`src/rtl/pong_pkg.sv`:
```
// Shared constants and types for the pong game control blocks.
// Command bytes are the lower-case ASCII keys; the decoder folds case before comparing.
package pong_pkg;

    localparam logic [7:0] CMD_UP1 = 8'h77;  // 'w'
    localparam logic [7:0] CMD_DN1 = 8'h73;  // 's'
    localparam logic [7:0] CMD_UP2 = 8'h6f;  // 'o'
    localparam logic [7:0] CMD_DN2 = 8'h6c;  // 'l'
    localparam logic [7:0] CMD_RST = 8'h72;  // 'r'

    typedef enum logic {
        ST_IDLE  = 1'b0,
        ST_PULSE = 1'b1
    } rst_state_e;

    // Setting bit 5 maps 'A'..'Z' onto 'a'..'z'
    function automatic logic [7:0] fold_case(input logic [7:0] b);
        return b | 8'h20;
    endfunction

endpackage

```
`src/rtl/uart_cmd_decoder_if.sv`:
```
// Byte handshake between the UART receiver/transmitter and the command decoder.
interface uart_cmd_decoder_if;

    logic [7:0] rx_data;
    logic       rx_valid;
    logic       tx_ready;
    logic [7:0] tx_data;
    logic       tx_valid;

    modport master (
        output rx_data, rx_valid, tx_ready,
        input  tx_data, tx_valid
    );

    modport slave (
        input  rx_data, rx_valid, tx_ready,
        output tx_data, tx_valid
    );

endinterface

```
`src/rtl/btn_hold_timer.sv`:
```
// Retriggerable hold timer: active for HOLD_CYCLES cycles after the last load.
module btn_hold_timer #(
    parameter int HOLD_CYCLES = 1250000
) (
    input  logic clk,
    input  logic rst,
    input  logic load,
    input  logic clear,
    output logic active
);

    localparam int TW = $clog2(HOLD_CYCLES + 1);

    logic [TW-1:0] cnt_q, cnt_d;

    // Clear wins over load so an opposite key or game reset always drops the level
    always_comb begin
        cnt_d = cnt_q;
        if (clear) begin
            cnt_d = '0;
        end else if (load) begin
            cnt_d = TW'(HOLD_CYCLES);
        end else if (cnt_q != '0) begin
            cnt_d = cnt_q - 1'b1;
        end
    end

    always_ff @(posedge clk or negedge rst) begin
        if (!rst) begin
            cnt_q <= '0;
        end else begin
            cnt_q <= cnt_d;
        end
    end

    assign active = (cnt_q != '0);

endmodule

```
`src/rtl/uart_cmd_decoder.sv`:
```
// Turns UART key bytes into held paddle buttons and a timed game reset,
// echoing every accepted command through a one-entry transmit buffer.
module uart_cmd_decoder
    import pong_pkg::*;
#(
    parameter int HOLD_CYCLES = 1250000,
    parameter int RST_CYCLES  = 16
) (
    input  logic                clk,
    input  logic                rst,
    uart_cmd_decoder_if.slave   bus,
    output logic                btn1,
    output logic                btn2,
    output logic                btn3,
    output logic                btn4,
    output logic                game_rst,
    output logic [7:0]          err_cnt
);

    localparam int RW = $clog2(RST_CYCLES + 1);

    rst_state_e    state_q, state_d;
    logic [RW-1:0] rcnt_q, rcnt_d;
    logic [7:0]    tx_data_q, tx_data_d;
    logic          tx_valid_q, tx_valid_d;
    logic [7:0]    err_q, err_d;

    logic [7:0]    key;
    logic          rx_live, start_rst, accept, reject, echo_drop;
    logic [3:0]    load, clear, active;

    // Bytes arriving during the reset pulse are invisible to everything below
    always_comb begin
        key       = fold_case(bus.rx_data);
        rx_live   = bus.rx_valid && (state_q == ST_IDLE);
        load[0]   = rx_live && (key == CMD_UP1);
        load[1]   = rx_live && (key == CMD_DN1);
        load[2]   = rx_live && (key == CMD_UP2);
        load[3]   = rx_live && (key == CMD_DN2);
        start_rst = rx_live && (key == CMD_RST);
        accept    = (|load) || start_rst;
        reject    = rx_live && !accept;
        clear[0]  = load[1] || start_rst;
        clear[1]  = load[0] || start_rst;
        clear[2]  = load[3] || start_rst;
        clear[3]  = load[2] || start_rst;
    end

    always_comb begin
        state_d = state_q;
        rcnt_d  = rcnt_q;
        case (state_q)
            ST_IDLE: begin
                if (start_rst) begin
                    state_d = ST_PULSE;
                    rcnt_d  = RW'(RST_CYCLES);
                end
            end
            ST_PULSE: begin
                if (rcnt_q != '0) begin
                    rcnt_d = rcnt_q - 1'b1;
                end
                if (rcnt_q <= RW'(1)) begin
                    state_d = ST_IDLE;
                end
            end
            default: begin
                state_d = ST_IDLE;
                rcnt_d  = '0;
            end
        endcase
    end

    // A ready transmitter frees the slot in the same cycle a new echo lands
    always_comb begin
        tx_data_d  = tx_data_q;
        tx_valid_d = tx_valid_q && !bus.tx_ready;
        echo_drop  = 1'b0;
        if (accept) begin
            if (tx_valid_q && !bus.tx_ready) begin
                echo_drop = 1'b1;
            end else begin
                tx_data_d  = bus.rx_data;
                tx_valid_d = 1'b1;
            end
        end
        err_d = err_q;
        if ((reject || echo_drop) && (err_q != 8'hFF)) begin
            err_d = err_q + 1'b1;
        end
    end

    always_ff @(posedge clk or negedge rst) begin
        if (!rst) begin
            state_q    <= ST_IDLE;
            rcnt_q     <= '0;
            tx_data_q  <= 8'h00;
            tx_valid_q <= 1'b0;
            err_q      <= 8'h00;
        end else begin
            state_q    <= state_d;
            rcnt_q     <= rcnt_d;
            tx_data_q  <= tx_data_d;
            tx_valid_q <= tx_valid_d;
            err_q      <= err_d;
        end
    end

    for (genvar i = 0; i < 4; i++) begin : g_timer
        btn_hold_timer #(
            .HOLD_CYCLES(HOLD_CYCLES)
        ) u_timer (
            .clk    (clk),
            .rst    (rst),
            .load   (load[i]),
            .clear  (clear[i]),
            .active (active[i])
        );
    end

    assign btn1         = active[0] && (state_q == ST_IDLE);
    assign btn2         = active[1] && (state_q == ST_IDLE);
    assign btn3         = active[2] && (state_q == ST_IDLE);
    assign btn4         = active[3] && (state_q == ST_IDLE);
    assign game_rst     = (state_q == ST_PULSE);
    assign bus.tx_data  = tx_data_q;
    assign bus.tx_valid = tx_valid_q;
    assign err_cnt      = err_q;

endmodule

```
`src/flat_wrapper.sv`:
```
// flat-port wrapper written by rule: the top's interface ports become plain ports
module uart_cmd_decoder_flat import pong_pkg::*;
#(
    parameter int HOLD_CYCLES = 1250000,
    parameter int RST_CYCLES  = 16
)
  (clk, rst, btn1, btn2, btn3, btn4, game_rst, err_cnt, bus_rx_data, bus_rx_valid, bus_tx_ready, bus_tx_data, bus_tx_valid);
  uart_cmd_decoder_if bus_i ();
  input  logic clk;
  input  logic rst;
  output logic btn1;
  output logic btn2;
  output logic btn3;
  output logic btn4;
  output logic game_rst;
  output logic [7:0] err_cnt;
  input wire logic [$bits(bus_i.rx_data)-1:0] bus_rx_data;
  input wire logic [$bits(bus_i.rx_valid)-1:0] bus_rx_valid;
  input wire logic [$bits(bus_i.tx_ready)-1:0] bus_tx_ready;
  output wire logic [$bits(bus_i.tx_data)-1:0] bus_tx_data;
  output wire logic [$bits(bus_i.tx_valid)-1:0] bus_tx_valid;
  assign bus_i.rx_data = bus_rx_data;
  assign bus_i.rx_valid = bus_rx_valid;
  assign bus_i.tx_ready = bus_tx_ready;
  assign bus_tx_data = bus_i.tx_data;
  assign bus_tx_valid = bus_i.tx_valid;
  uart_cmd_decoder #(.HOLD_CYCLES(HOLD_CYCLES), .RST_CYCLES(RST_CYCLES)) u_core (.clk(clk), .rst(rst), .bus(bus_i), .btn1(btn1), .btn2(btn2), .btn3(btn3), .btn4(btn4), .game_rst(game_rst), .err_cnt(err_cnt));
endmodule
```
`config.mk`:
```
export PLATFORM = sky130hd
export DESIGN_NAME = uart_cmd_decoder_flat
export DESIGN_NICKNAME = d
export VERILOG_FILES = /design/src/rtl/pong_pkg.sv /design/src/rtl/uart_cmd_decoder_if.sv /design/src/rtl/btn_hold_timer.sv /design/src/rtl/uart_cmd_decoder.sv /design/src/flat_wrapper.sv
export SDC_FILE = /design/constraint.sdc
export NUM_CORES = 1
export LEC_CHECK = 0
export CAP_MARGIN = 20
export CORE_MARGIN = 2
export CORE_UTILIZATION = 45
export DETAILED_ROUTE_END_ITERATION = 16
export PLACE_DENSITY_LB_ADDON = 0.15
export SLEW_MARGIN = 25
export SYNTH_ARGS = -nofsm -noshare
export SYNTH_HDL_FRONTEND = slang
export SYNTH_SLANG_ARGS = --single-unit
export TNS_END_PERCENT = 20
```
`constraint.sdc`:
```
create_clock -name clk -period 3.22 [get_ports clk]
set_clock_uncertainty 0.05 [all_clocks]
set_input_delay 0.644 -clock clk [delete_from_list [all_inputs] [get_ports clk]]
set_output_delay 0.644 -clock clk [all_outputs]
set_load 0.01 [all_outputs]
```
; ---- Word-level counts from Yosys, hierarchy flattened
; Cells that the tools add are included.
[word_totals]
register_bits = 107
inputBits = 12
out_inout_bits = 22
mem_bits_rw = 0
mem_bits_ro = 0
n_memories = 0
elab_cells = 80
latchBits = 0
[op_classes]
n_div = 0
order_cmp = 1
n_mul = 0
addsub = 6
eq_ne = 8
reduce_logical = 33
bitwise = 2
shift = 0
muxes = 21
[ops]
columns = op, count
row1 = $mux W21, 12
row2 = $reduce_bool A21 Y1, 4
row3 = $sub A21 B1 Y21 const B, 4
row4 = $eq A7 B6 Y1 const B, 5
row5 = $logic_and A1 B1 Y1, 13
row6 = $reduce_bool A3 Y1, 4
row7 = $mux W5, 2
row8 = $pmux W5 S2, 1
row9 = $add A8 B1 Y8 const B, 1
row10 = $ne A8 B8 Y1 const B, 1
row11 = $logic_or A1 B1 Y1, 6
row12 = $le A5 B1 Y1 const B, 1
row13 = $mux W1, 5
row14 = $reduce_bool A5 Y1, 1
row15 = $sub A5 B1 Y5 const B, 1
row16 = $reduce_and A2 Y1, 2
row17 = $reduce_or A4 Y1, 1
row18 = $logic_not A1 Y1, 2
row19 = $ne A2 B1 Y1 const B, 1
row20 = $ne A2 B2 Y1 const B, 1
row21 = $not A1 Y1, 2
row22 = $pmux W1 S2, 1

; ---- Depth between registers and ports, before layout
; Gate-level depths: netlist (run 1).
[logic_depth]
ltp_word = 9
depth_mapped = 9
mapped_depth_nobuf = 8

; ---- By module
; Synthesis (run 1) repeated with hierarchy kept, for this count alone.
[hier_totals]
cells_unflattened = 682
area_unflattened_um2 = 6388.6
[modules_own_cells]
columns = mod, cells_per_inst, n_inst, area_per_inst_um2, seq_area_each_um2
row1 = btn_hold_timer, 143, 4, 1290.0, 525.5
row2 = uart_cmd_decoder, 110, 1, 1228.7, 575.6

; ---- Worst setup path before layout (run 1)
; Ideal clock, no wire load.
[synth_path]
path_type = flip-flop to output port
startpoint = reg u_core.g_timer[2].u_timer.cnt_q[0]
endpoint = out btn3
stages_incl_launch_ff = 8
arrival_time_ns = 1.934
path_slack_ns = 0.592
cell_sequence = dfrtp_1 > inv_1 > ha_1 > or4b_2 > nor4_4 > and3_1 > clkbuf_1 > nor2_1
[synth_via]
elab_chain_len = 2
[synth_lines]
columns = element, line_no
row1 = from (decl), btn_hold_timer.sv:14  ; logic [TW-1:0] cnt_q, cnt_d;
row2 = from (signal assigned), btn_hold_timer.sv:32  ; cnt_q <= cnt_d;
row3 = $reduce_bool A21 Y1, btn_hold_timer.sv:36  ; assign active = (cnt_q != '0);
row4 = $logic_and A1 B1 Y1, uart_cmd_decoder.sv:123  ; assign btn3 = active[2] && (state_q == ST_IDLE);
row5 = to (decl), flat_wrapper.sv:13  ; output logic btn3;
; Every way passes these cells.

; ---- Final worst setup path (run 1)
[layout_path]
startpoint = reg u_core.g_timer[3].u_timer.cnt_q[13]
endpoint = out btn4
[layout_via]
elab_chain_len = 2
[layout_lines]
columns = element, line_no
row1 = from (decl), btn_hold_timer.sv:14
row2 = from (signal assigned), btn_hold_timer.sv:32
row3 = $reduce_bool A21 Y1, btn_hold_timer.sv:36
row4 = $logic_and A1 B1 Y1, uart_cmd_decoder.sv:124  ; assign btn4 = active[3] && (state_q == ST_IDLE);
row5 = to (decl), flat_wrapper.sv:14  ; output logic btn4;
; Every way passes these cells.

==> results.ini, run 1 <==
[run_status]
status = finished clean

[yosys]
synth_mux_area_share_pct = 1.80
synth_nets = 594
syn-cell-area_um2 = 5550
ys_ff_latch = 107
yosys_most_used_dff = dfrtp_1
yosysWarnings = 0
synth_compound_area_share_pct = 9.31
ys_async_sr_fraction_pct = 100
synth_fa_ha_area_share_pct = 2.70
synth_simple_gate_area_share_pct = 24.8
synthXorXnorAreaFrac_pct = 10.9
synth_edf_count = 0
synth.distinct_cells = 62
ys_seq_area_share_pct = 48.2
synth_top_family_by_area = simple AND/OR/NAND/NOR gates
avgSynthCellArea_um2 = 9.74
syn_inst = 570

[sta]
timing_hold_violations_final = 0
rsz0062_at_grt = false
hold_slack_ns = 0.293
fin_ws_ns = 0.147
min_period_ns = 3.07
fmax_mhz = 325
worstMarginPinSlew_ns = 0.834
report.final.slew_viol_count = 0
timing.slew.headroom_pct = 43.9
finalSetupViolCount = 0
tns_ns = 0
period_share_pct = 95.4

[detailed_routing]
drc = 0
vias = 4247
detail_route.wl_per_cell_um = 15.2
first_pass_iters = 4
ant_nets = 0
viasPerCell = 5.50
drt_wl_total_um = 11700
drtIter0Drc = 251

[critical_path]
crit_family = simple AND/OR/NAND/NOR gates
critPathMaxFanout = 4
cpPeakStageDelay_ns = 0.57
criticalPathCategory = flip-flop to primary output
crit_path_frequent_cell = or4_4
start_kind = flip-flop
cp_num_buf_inv = 1
crit_path_cell_trace = or4_4 -> or4_4 -> nor2_2 -> nor2_1 -> dlygate4sd2_1
slowest_stage = or4_4
critPathRequiredTime_ns = 2.53
cp-end-kind = primary output
cp.arrival_ns = 2.38

[global_routing]
overflow = 0
antenna_found_initial = 0
globalRouteTotalUtil_pct = 19.6
grt_max_degree = 58
grt_pass1_wl_um = 20400
grt_pass1_vias = 4249

[floorplan]
start_util_pct = 46.2
ios = 34
fp.dieW_um = 115
row_count = 40
core_um2 = 12000
die_area_um2 = 13200
dieHeight_um = 115

[clock_tree]
hold_buffers = 0
clk_pin_slew_ns = 0.07
clock_latency_ns = 0.35
clock-root-buffer = clkbuf_16
cts_sinks = 107
cts_made_buffers = 9
cts.htree.levels = 3
cts_tree = built
cts_buffer_depth = 2

[finish]
mostFrequentLayoutCells = dfrtp_1 (107), nor2_1 (85), xnor2_1 (44)
layout.nets = 644
layoutNonFillerInstCount = 772
layout-drive-gt1-share_pct = 10.9
syn_to_final_growth_pct = 17.2
final_util_pct = 54.2
fin_area_um2 = 6510
diodes = 0
final_common_cell = dfrtp_1

[hold_path]
hold_path_class = primary input to asynchronous set/reset pin

[power_and_ir_drop]
total_power_mw = 5.06
leakagePower_nw = 2.58
powerDensity_nw_per_um2 = 778
vdd_drop_max_mv = 0.464

[placed_design]
placed_cells = 755
io_buffers = 33
place_hpwl_um = 8270
pre_cts_slack_ns = 0.209
placedInstanceArea_um2 = 6160
place_congestion = 0.790

[flow_run]
maxCapViolCount = 0

state kept, by name, summed over array words and instances, names as in the netlist:
name	flops
u_core.err_cnt	8
u_core.rcnt_q	5
u_core.bus.tx_data	8
u_core.game_rst	1
u_core.g_timer.u_timer.cnt_q	84
u_core.bus.tx_valid	1
worst paths after layout:
kind | from | end | slack [ns] | cells after the start
setup / recovery | u_core.g_timer[3].u_timer.cnt_q[13] | btn4 | 0.15 | 5
hold / removal | rst | u_core.g_timer[2].u_timer.cnt_q[1] | 0.29 | 1
setup reg to reg | u_core.g_timer[3].u_timer.cnt_q[13] | u_core.g_timer[3].u_timer.cnt_q[6] | 0.83 | 5
hold reg to reg | u_core.bus.tx_data[6] | u_core.bus.tx_data[6] | 0.43 | 1
max in group asynchronous | rst | u_core.g_timer[0].u_timer.cnt_q[10] | 2.01 | 2
min in group clk | u_core.bus.tx_data[6] | u_core.bus.tx_data[6] | 0.43 | 1
worst register-to-register path: stages, from the launching register on:
cell	delay, ns
dfrtp_1	0.40
or4_4	0.57
or4_4	0.56
or2_1	0.36
o21bai_4	0.24
a21oi_1	0.08
synth_stat cells (4+ instances only):
cell type  instances  area share (%)
and3_1             4            0.45
a21oi_1           30             2.7
nor2_1            85             5.7
nor2b_1            6            0.68
or4_1              4            0.54
xnor2_1           44             6.9
nand2b_1           5            0.56
or3_1             10             1.1
nor3b_1            5            0.68
nor4_1            20             2.3
dfrtp_1          107              48
inv_1             14            0.95
or4_4              4            0.81
clkbuf_1           9            0.61
nand3_1           19             1.7
o31ai_1            4            0.54
xor2_1            25             3.9
nor3_1            28             2.5
nand4_1            5            0.56
nand2_1           42             2.8
mux2_2             7             1.4
ha_1              12             2.7
o21ai_0           22             2.0
cell type report:
| type | count | area (um2) |
|---|---|---|
| Clock inverter | 6 | 93.8 |
| Timing Repair Buffer | 54 | 495 |
| Inverter | 14 | 52.6 |
| Fill cell | 1096 | 5500 |
| Tap cell | 147 | 184 |
| Clock buffer | 10 | 239 |
| Multi-Input combinational cell | 434 | 2770 |
| Sequential cell | 107 | 2680 |
metal layers:
layer / track usage (%) / part of all wire (%) / up-vias
met3: 4.96 / 2.5 / 8
met1: 25.5 / 47 / 2097
met2: 32.0 / 50 / 40
li1: - / - / 2102
met4: 6.91 / 1.3 / 0
met5: 0 / 0 / -
logic make-up (layout without fill, tap and decap cells):
group / after synthesis / count (layout)
flops: 107 / 107
fa+ha+maj: 12 / 12
mux: 9 / 9
buf+inv: 29 / 84
simple gates: 264 / 264
xor+xnor: 69 / 69
compound gates: 80 / 80
where the power goes:
group	total, mW	leakage [nW]	switching (mW)	internal, mW
combinational	1.49	1.15	0.713	0.775
sequential	2.36	1.27	0.517	1.84
clock	1.22	0.160	0.508	0.711
total	5.06	2.58	1.74	3.32
what timing repair did:
action                     CTS  global route
buffers inserted             0             1
gates cloned                 0             0
pin swaps                    0             1
setup endpoints to repair    2             1
resized for setup            2             3
Power figures use the tool's default switching activity.
==> run 2: changes to the inputs <==
--- a/config.mk
+++ b/config.mk
@@ -5,7 +5,6 @@
 export SDC_FILE = /design/constraint.sdc
 export NUM_CORES = 1
 export LEC_CHECK = 0
-export CAP_MARGIN = 20
 export CORE_MARGIN = 2
 export CORE_UTILIZATION = 45
 export DETAILED_ROUTE_END_ITERATION = 16
==> constraint.sdc (replaced) <==
create_clock -name clk -period 3.22 [get_ports clk]
set_clock_uncertainty 0.05 [all_clocks]
set_input_delay 0.644 -clock clk [delete_from_list [all_inputs] [get_ports clk]]
set_output_delay 0.644 -clock clk [all_outputs]
set_load 0.005 [all_outputs]
==> run 2 against run 1 <==
  * Via count grew 0.35%
  * Worst setup slack lost 0.071 ns
  * Final area shrank 0.13%
  * Wire length grew 0.71%
  * Power shrank 4.3%
  * Hold slack lost 0.088 ns
  * Sequential share of layout area grew 0.055 points
  * First-iteration DRC count shrank 12%
  * Combinational power is essentially flat
  * Sequential cell count is the same
  * Largest cell class unchanged
==> results.ini, run 2 (synthesis results as in run 1) <==
[run_status]
status = finished clean  ; unchanged

[detailed_routing]
first_pass_iters = 4  ; unchanged
detail_route.wl_per_cell_um = 15.2  ; about the same
viasPerCell = 5.48  ; was 5.50
ant_nets = 0  ; unchanged
vias = 4262  ; was 4,247
drt_wl_total_um = 11800  ; was 11,700 um
drc = 0  ; unchanged
drtIter0Drc = 220  ; was 251

[finish]
final_common_cell = dfrtp_1  ; unchanged
diodes = 0  ; unchanged
fin_area_um2 = 6500  ; was 6510 um2
largest-register = u_core.g_timer.u_timer.cnt_q  ; unchanged
final_util_pct = 54.1  ; was 54.2%
mostFrequentLayoutCells = dfrtp_1 (107), nor2_1 (85), xnor2_1 (44)  ; unchanged
layout.nets = 651  ; was 644
syn_to_final_growth_pct = 17.1  ; was 17.2%
largest_register_ffs = 84  ; unchanged
layout-drive-gt1-share_pct = 11.4  ; was 10.9%
layoutNonFillerInstCount = 778  ; was 772

[placed_design]
place_congestion = 0.786  ; was 0.790
placed_cells = 756  ; was 755
place_hpwl_um = 8370  ; was 8270 um
pre_cts_slack_ns = 0.172  ; was 0.209 ns
io_buffers = 33  ; unchanged
placedInstanceArea_um2 = 6160  ; about the same

[sta]
fin_ws_ns = 0.0754  ; was 0.147 ns
report.final.slew_viol_count = 0  ; unchanged
timing_hold_violations_final = 0  ; unchanged
min_period_ns = 3.14  ; was 3.07 ns
timing.slew.headroom_pct = 44.0  ; was 43.9%
fmax_mhz = 318  ; was 325 MHz
tns_ns = 0  ; unchanged
finalSetupViolCount = 0  ; unchanged
period_share_pct = 97.7  ; was 95.4%
hold_slack_ns = 0.205  ; was 0.293 ns
worstMarginPinSlew_ns = 0.834  ; about the same
rsz0062_at_grt = true  ; was false

[floorplan]
core_um2 = 12000  ; unchanged
dieHeight_um = 115  ; unchanged
fp.dieW_um = 115  ; unchanged
start_util_pct = 46.2  ; unchanged
row_count = 40  ; unchanged
die_area_um2 = 13200  ; unchanged
ios = 34  ; unchanged

[critical_path]
start_kind = flip-flop  ; unchanged
cp-end-kind = primary output  ; unchanged
critPathRequiredTime_ns = 2.53  ; about the same
crit_start = u_core.g_timer[3].u_timer.cnt_q[11]  ; was u_core.g_timer[3].u_timer.cnt_q[13]
cp.arrival_ns = 2.45  ; was 2.38 ns
cpPeakStageDelay_ns = 0.53  ; was 0.57 ns
critPathMaxFanout = 6  ; was 4
slowest_stage = or4_4  ; unchanged
crit_path_cell_trace = or4_4 -> or4_4 -> nor2_4 -> nor2_1 -> clkdlybuf4s50_1  ; was or4_4 -> or4_4 -> nor2_2 -> nor2_1 -> dlygate4sd2_1
crit_path_frequent_cell = or4_4  ; unchanged
criticalPathCategory = flip-flop to primary output  ; unchanged
crit-reg2reg-launch = u_core.g_timer[3].u_timer.cnt_q[18]  ; was u_core.g_timer[3].u_timer.cnt_q[13]

[clock_tree]
cts_sinks = 107  ; unchanged
cts.htree.levels = 3  ; unchanged
cts_made_buffers = 9  ; unchanged
cts_buffer_depth = 2  ; unchanged
clock_latency_ns = 0.35  ; about the same
clock-root-buffer = clkbuf_16  ; unchanged
cts_tree = built  ; unchanged
clk_pin_slew_ns = 0.06  ; was 0.07 ns

[global_routing]
grt_pass1_wl_um = 20700  ; was 20,400 um
overflow = 0  ; unchanged
grtUsageMet2_pct = 33.4  ; was 32.0%
grt_max_degree = 40  ; was 58
antenna_found_initial = 0  ; unchanged
met3_usage_pct = 5.22  ; was 4.96%
use_met1_pct = 25.0  ; was 25.5%
globalRouteTotalUtil_pct = 19.8  ; was 19.6%
grt_pass1_vias = 4343  ; was 4,249
top_usage_layer = met2  ; unchanged

[flow_run]
maxCapViolCount = 0  ; unchanged

[hold_path]
hold_path_class = primary input to asynchronous set/reset pin  ; unchanged

[power_and_ir_drop]
vdd_drop_max_mv = 0.323  ; was 0.464 mV
total_power_mw = 4.84  ; was 5.06 mW
leakagePower_nw = 2.59  ; was 2.58 nW
powerDensity_nw_per_um2 = 745  ; was 778 nW/um2

run 2: changes by cell type in the layout (fill, tap and decap cells not counted), moves of 2 or more:
cell	before	now
buf_4	21	28
clkinv_2	0	3
inv_6	3	0
bufinv_16	2	0
clkbuf_1	0	2
dlygate4sd2_1	2	0
run 2: routing by layer:
metal,share of wire (%),vias up
li1,-,2095
met1,46,2114
met2,50,42
met3,3.0,11
met4,1.2,0
met5,0,-
run 2: final timing paths:
kind | end | slack [ns] | cells after the start
max | btn4 | 0.08 | 5
min | u_core.g_timer[2].u_timer.cnt_q[3] | 0.20 | 1
max reg2reg | u_core.g_timer[3].u_timer.cnt_q[12] | 0.76 | 6
min reg2reg | u_core.bus.tx_data[6] | 0.42 | 1
max in group asynchronous | u_core.g_timer[0].u_timer.cnt_q[19] | 2.14 | 2
min in group clk | u_core.bus.tx_data[6] | 0.42 | 1
run 2: area by class of cell:
cell class / count / area [um2]
Clock buffer: 12 / 246
Clock inverter: 3 / 15.0
Fill cell: 1100 / 5510
Inverter: 14 / 52.6
Multi-Input combinational cell: 434 / 2770
Sequential cell: 107 / 2680
Tap cell: 147 / 184
Timing Repair Buffer: 61 / 553
run 2: timing repair:
| action | in CTS | in global routing |
|---|---|---|
| hold buffers | 0 | 0 |
| buffers inserted | 0 | 7 |
| pin swaps | 1 | 4 |
| cloned | 0 | 0 |
| endpoints found under the setup margin | 2 | 3 |
| gates resized for setup | 1 | 5 |
run 2: power breakdown:
part	total, mW	switching (mW)	internal [mW]
sequential	2.34	0.501	1.84
clock	1.01	0.468	0.538
combinational	1.50	0.697	0.801
run 2: worst max-delay path, delay by kind of cell (launching register included):
family / cells / cell delay, ns
buffers and inverters: 1 / 0.44
AND/OR/NAND/NOR: 4 / 1.23
flip-flops: 1 / 0.42
==> run 3: changes to the inputs <==
--- a/config.mk
+++ b/config.mk
@@ -5,7 +5,6 @@
 export SDC_FILE = /design/constraint.sdc
 export NUM_CORES = 1
 export LEC_CHECK = 0
-export CORE_MARGIN = 2
 export CORE_UTILIZATION = 45
 export DETAILED_ROUTE_END_ITERATION = 16
 export PLACE_DENSITY_LB_ADDON = 0.15
==> constraint.sdc (replaced) <==
create_clock -name clk -period 3.22 [get_ports clk]
set_clock_uncertainty 0.05 [all_clocks]
set_input_delay 0.483 -clock clk [delete_from_list [all_inputs] [get_ports clk]]
set_output_delay 0.483 -clock clk [all_outputs]
set_load 0.005 [all_outputs]
==> run 3 against run 2 <==
  * Die area decreased by 3.4%
  * Combinational power fell by 3%
  * Worst setup slack improved by 0.040 ns
  * Sequential cell count stayed put
  * Critical path type unchanged
  * Critical endpoint is now btn3
==> results.ini, run 3 (synthesis results as in run 1) <==
[critical_path]
critPathMaxFanout = 6  ; unchanged
cp-end-kind = primary output  ; unchanged
crit_family = simple AND/OR/NAND/NOR gates  ; unchanged
crit_path_cell_trace = inv_1 -> ha_1 -> or4b_2 -> nor4_4 -> and3_4 -> nor2_1 -> clkdlybuf4s50_1  ; was or4_4 -> or4_4 -> nor2_4 -> nor2_1 -> clkdlybuf4s50_1
cpPeakStageDelay_ns = 0.62  ; was 0.53 ns
critPathRequiredTime_ns = 2.69  ; was 2.53 ns
slowest_stage = or4b_2  ; was or4_4
cp.arrival_ns = 2.57  ; was 2.45 ns
reg2reg_depth = 6  ; unchanged
cp.depth = 7  ; was 5
start_kind = flip-flop  ; unchanged
criticalPathCategory = flip-flop to primary output  ; unchanged
cp_num_buf_inv = 2  ; was 1

[sta]
min_period_ns = 3.10  ; was 3.14 ns
report.final.slew_viol_count = 0  ; unchanged
fmax_mhz = 322  ; was 318 MHz
rsz0062_at_grt = false  ; was true
hold_slack_ns = 0.132  ; was 0.205 ns
worstMarginPinSlew_ns = 0.827  ; was 0.834 ns
tns_ns = 0  ; unchanged
period_share_pct = 96.4  ; was 97.7%
finalSetupViolCount = 0  ; unchanged
timing_hold_violations_final = 0  ; unchanged
timing.slew.headroom_pct = 44.4  ; was 44.0%

[finish]
layout-drive-gt1-share_pct = 10.1  ; was 11.4%
largest-register = u_core.g_timer.u_timer.cnt_q  ; unchanged
layout.nets = 640  ; was 651
largest_register_ffs = 84  ; unchanged
mostFrequentLayoutCells = dfrtp_1 (107), nor2_1 (85), xnor2_1 (44)  ; unchanged
fin_area_um2 = 6490  ; was 6500 um2
diodes = 0  ; unchanged
syn_to_final_growth_pct = 16.9  ; was 17.1%
layoutNonFillerInstCount = 768  ; was 778
final_common_cell = dfrtp_1  ; unchanged
fill_cells = 1089  ; was 1,100

[global_routing]
grt_pass1_wl_um = 20200  ; was 20,700 um
grt_pass1_vias = 4319  ; was 4,343
globalRouteTotalUtil_pct = 19.9  ; was 19.8%
grt_max_degree = 59  ; was 40
overflow = 0  ; unchanged
antenna_found_initial = 0  ; unchanged

[hold_path]
hold_path_class = primary input to asynchronous set/reset pin  ; unchanged

[clock_tree]
cts.htree.levels = 3  ; unchanged
cts_resized = 0  ; was 1
cts_buffer_depth = 2  ; unchanged
clk_pin_slew_ns = 0.06  ; about the same
clock-root-buffer = clkbuf_16  ; unchanged
cts_tree = built  ; unchanged
hold_buffers = 0  ; unchanged
cts_sinks = 107  ; unchanged
clock_latency_ns = 0.35  ; about the same
cts_setup_buffers = 0  ; unchanged
cts_made_buffers = 9  ; unchanged

[floorplan]
row_count = 40  ; unchanged
core_um2 = 12000  ; unchanged
ios = 34  ; unchanged
fp.dieW_um = 113  ; was 115 um
die_area_um2 = 12800  ; was 13,200 um2
start_util_pct = 46.2  ; unchanged
dieHeight_um = 113  ; was 115 um

[detailed_routing]
ant_nets = 0  ; unchanged
drtIter0Drc = 267  ; was 220
detail_route.wl_per_cell_um = 15.0  ; was 15.2 um
drt_wl_total_um = 11600  ; was 11,800 um
vias = 4224  ; was 4,262
viasPerCell = 5.50  ; was 5.48
drc = 0  ; unchanged
first_pass_iters = 4  ; unchanged

[power_and_ir_drop]
vdd_drop_max_mv = 0.556  ; was 0.323 mV
clkPwrFrac_pct = 25.0  ; was 20.8%
pwr-share-seq_pct = 46.1  ; was 48.3%
switchingPower_mw = 1.69  ; was 1.67 mW
leakagePower_nw = 2.56  ; was 2.59 nW
p_comb_share_pct = 28.9  ; was 30.9%
total_power_mw = 5.07  ; was 4.84 mW
p_int_mw = 3.37  ; was 3.18 mW
power_switching_share_pct = 33.4  ; was 34.4%
powerDensity_nw_per_um2 = 780  ; was 745 nW/um2

[placed_design]
io_buffers = 33  ; unchanged
placed_cells = 752  ; was 756
place_hpwl_um = 8350  ; was 8370 um
placedInstanceArea_um2 = 6130  ; was 6160 um2
place_congestion = 0.805  ; was 0.786

[run_status]
status = finished clean  ; unchanged

[flow_run]
maxCapViolCount = 0  ; unchanged

run 3: worst register-to-register path, cell delays in order, from the launching register on:
cell and delay (ns):
dfrtp_1 0.40, nor4_1 0.40, nand4b_1 0.31, o31ai_1 0.75, nor3_1 0.12, xnor2_1 0.18, a21oi_1 0.09
run 3: path summary, 6_finish.rpt:
path / startpoint / endpoint / slack, ns
min: rst / u_core.err_cnt[7] / 0.13
max in group asynchronous: rst / u_core.g_timer[0].u_timer.cnt_q[16] / 2.21
min in group clk: u_core.bus.tx_data[6] / u_core.bus.tx_data[6] / 0.43
max reg2reg: u_core.g_timer[3].u_timer.cnt_q[18] / u_core.g_timer[3].u_timer.cnt_q[12] / 0.78
min reg2reg: u_core.bus.tx_data[6] / u_core.bus.tx_data[6] / 0.43
max: u_core.g_timer[2].u_timer.cnt_q[0] / btn3 / 0.12
run 3: cell type report:
cell class                 count  area [um2]  area share (%)
clock buffer                   9         225            3.47
clock inverter                 7         123            1.89
inverter                      14        52.6           0.810
multi-input combinational    434        2760            42.5
sequential                   107        2680            41.2
tap                          147         184            2.83
timing repair buffer          50         468            7.21
run 3: power by group through the flow:
stage	clock [mW]	sequential [mW]	combinational [mW]
2_1_floorplan	0	2.25	1.03
3_3_place_gp	0	2.33	1.43
3_5_place_dp	0	2.35	1.47
4_1_cts	1.31	2.33	1.48
5_1_grt	1.36	2.41	1.67
6_report	1.27	2.33	1.46
run 3: stage by stage:
stage | setup WS (ns) | utilization, %
after global routing | 0.00457 | 54.0
after floorplan | 0.778 | -
final | 0.116 | 54.0
after global placement | 0.342 | 51.1
after detailed placement | 0.278 | 51.1
after CTS | 0.0100 | 54.0
run 3: routing by layer:
layer	vias to the layer above	share of wire (%)	GRT usage, %
met5	-	0	0
met4	0	1.7	7.89
met3	13	3.0	4.55
met2	51	49	32.8
met1	2075	47	25.4
li1	2085	-	-
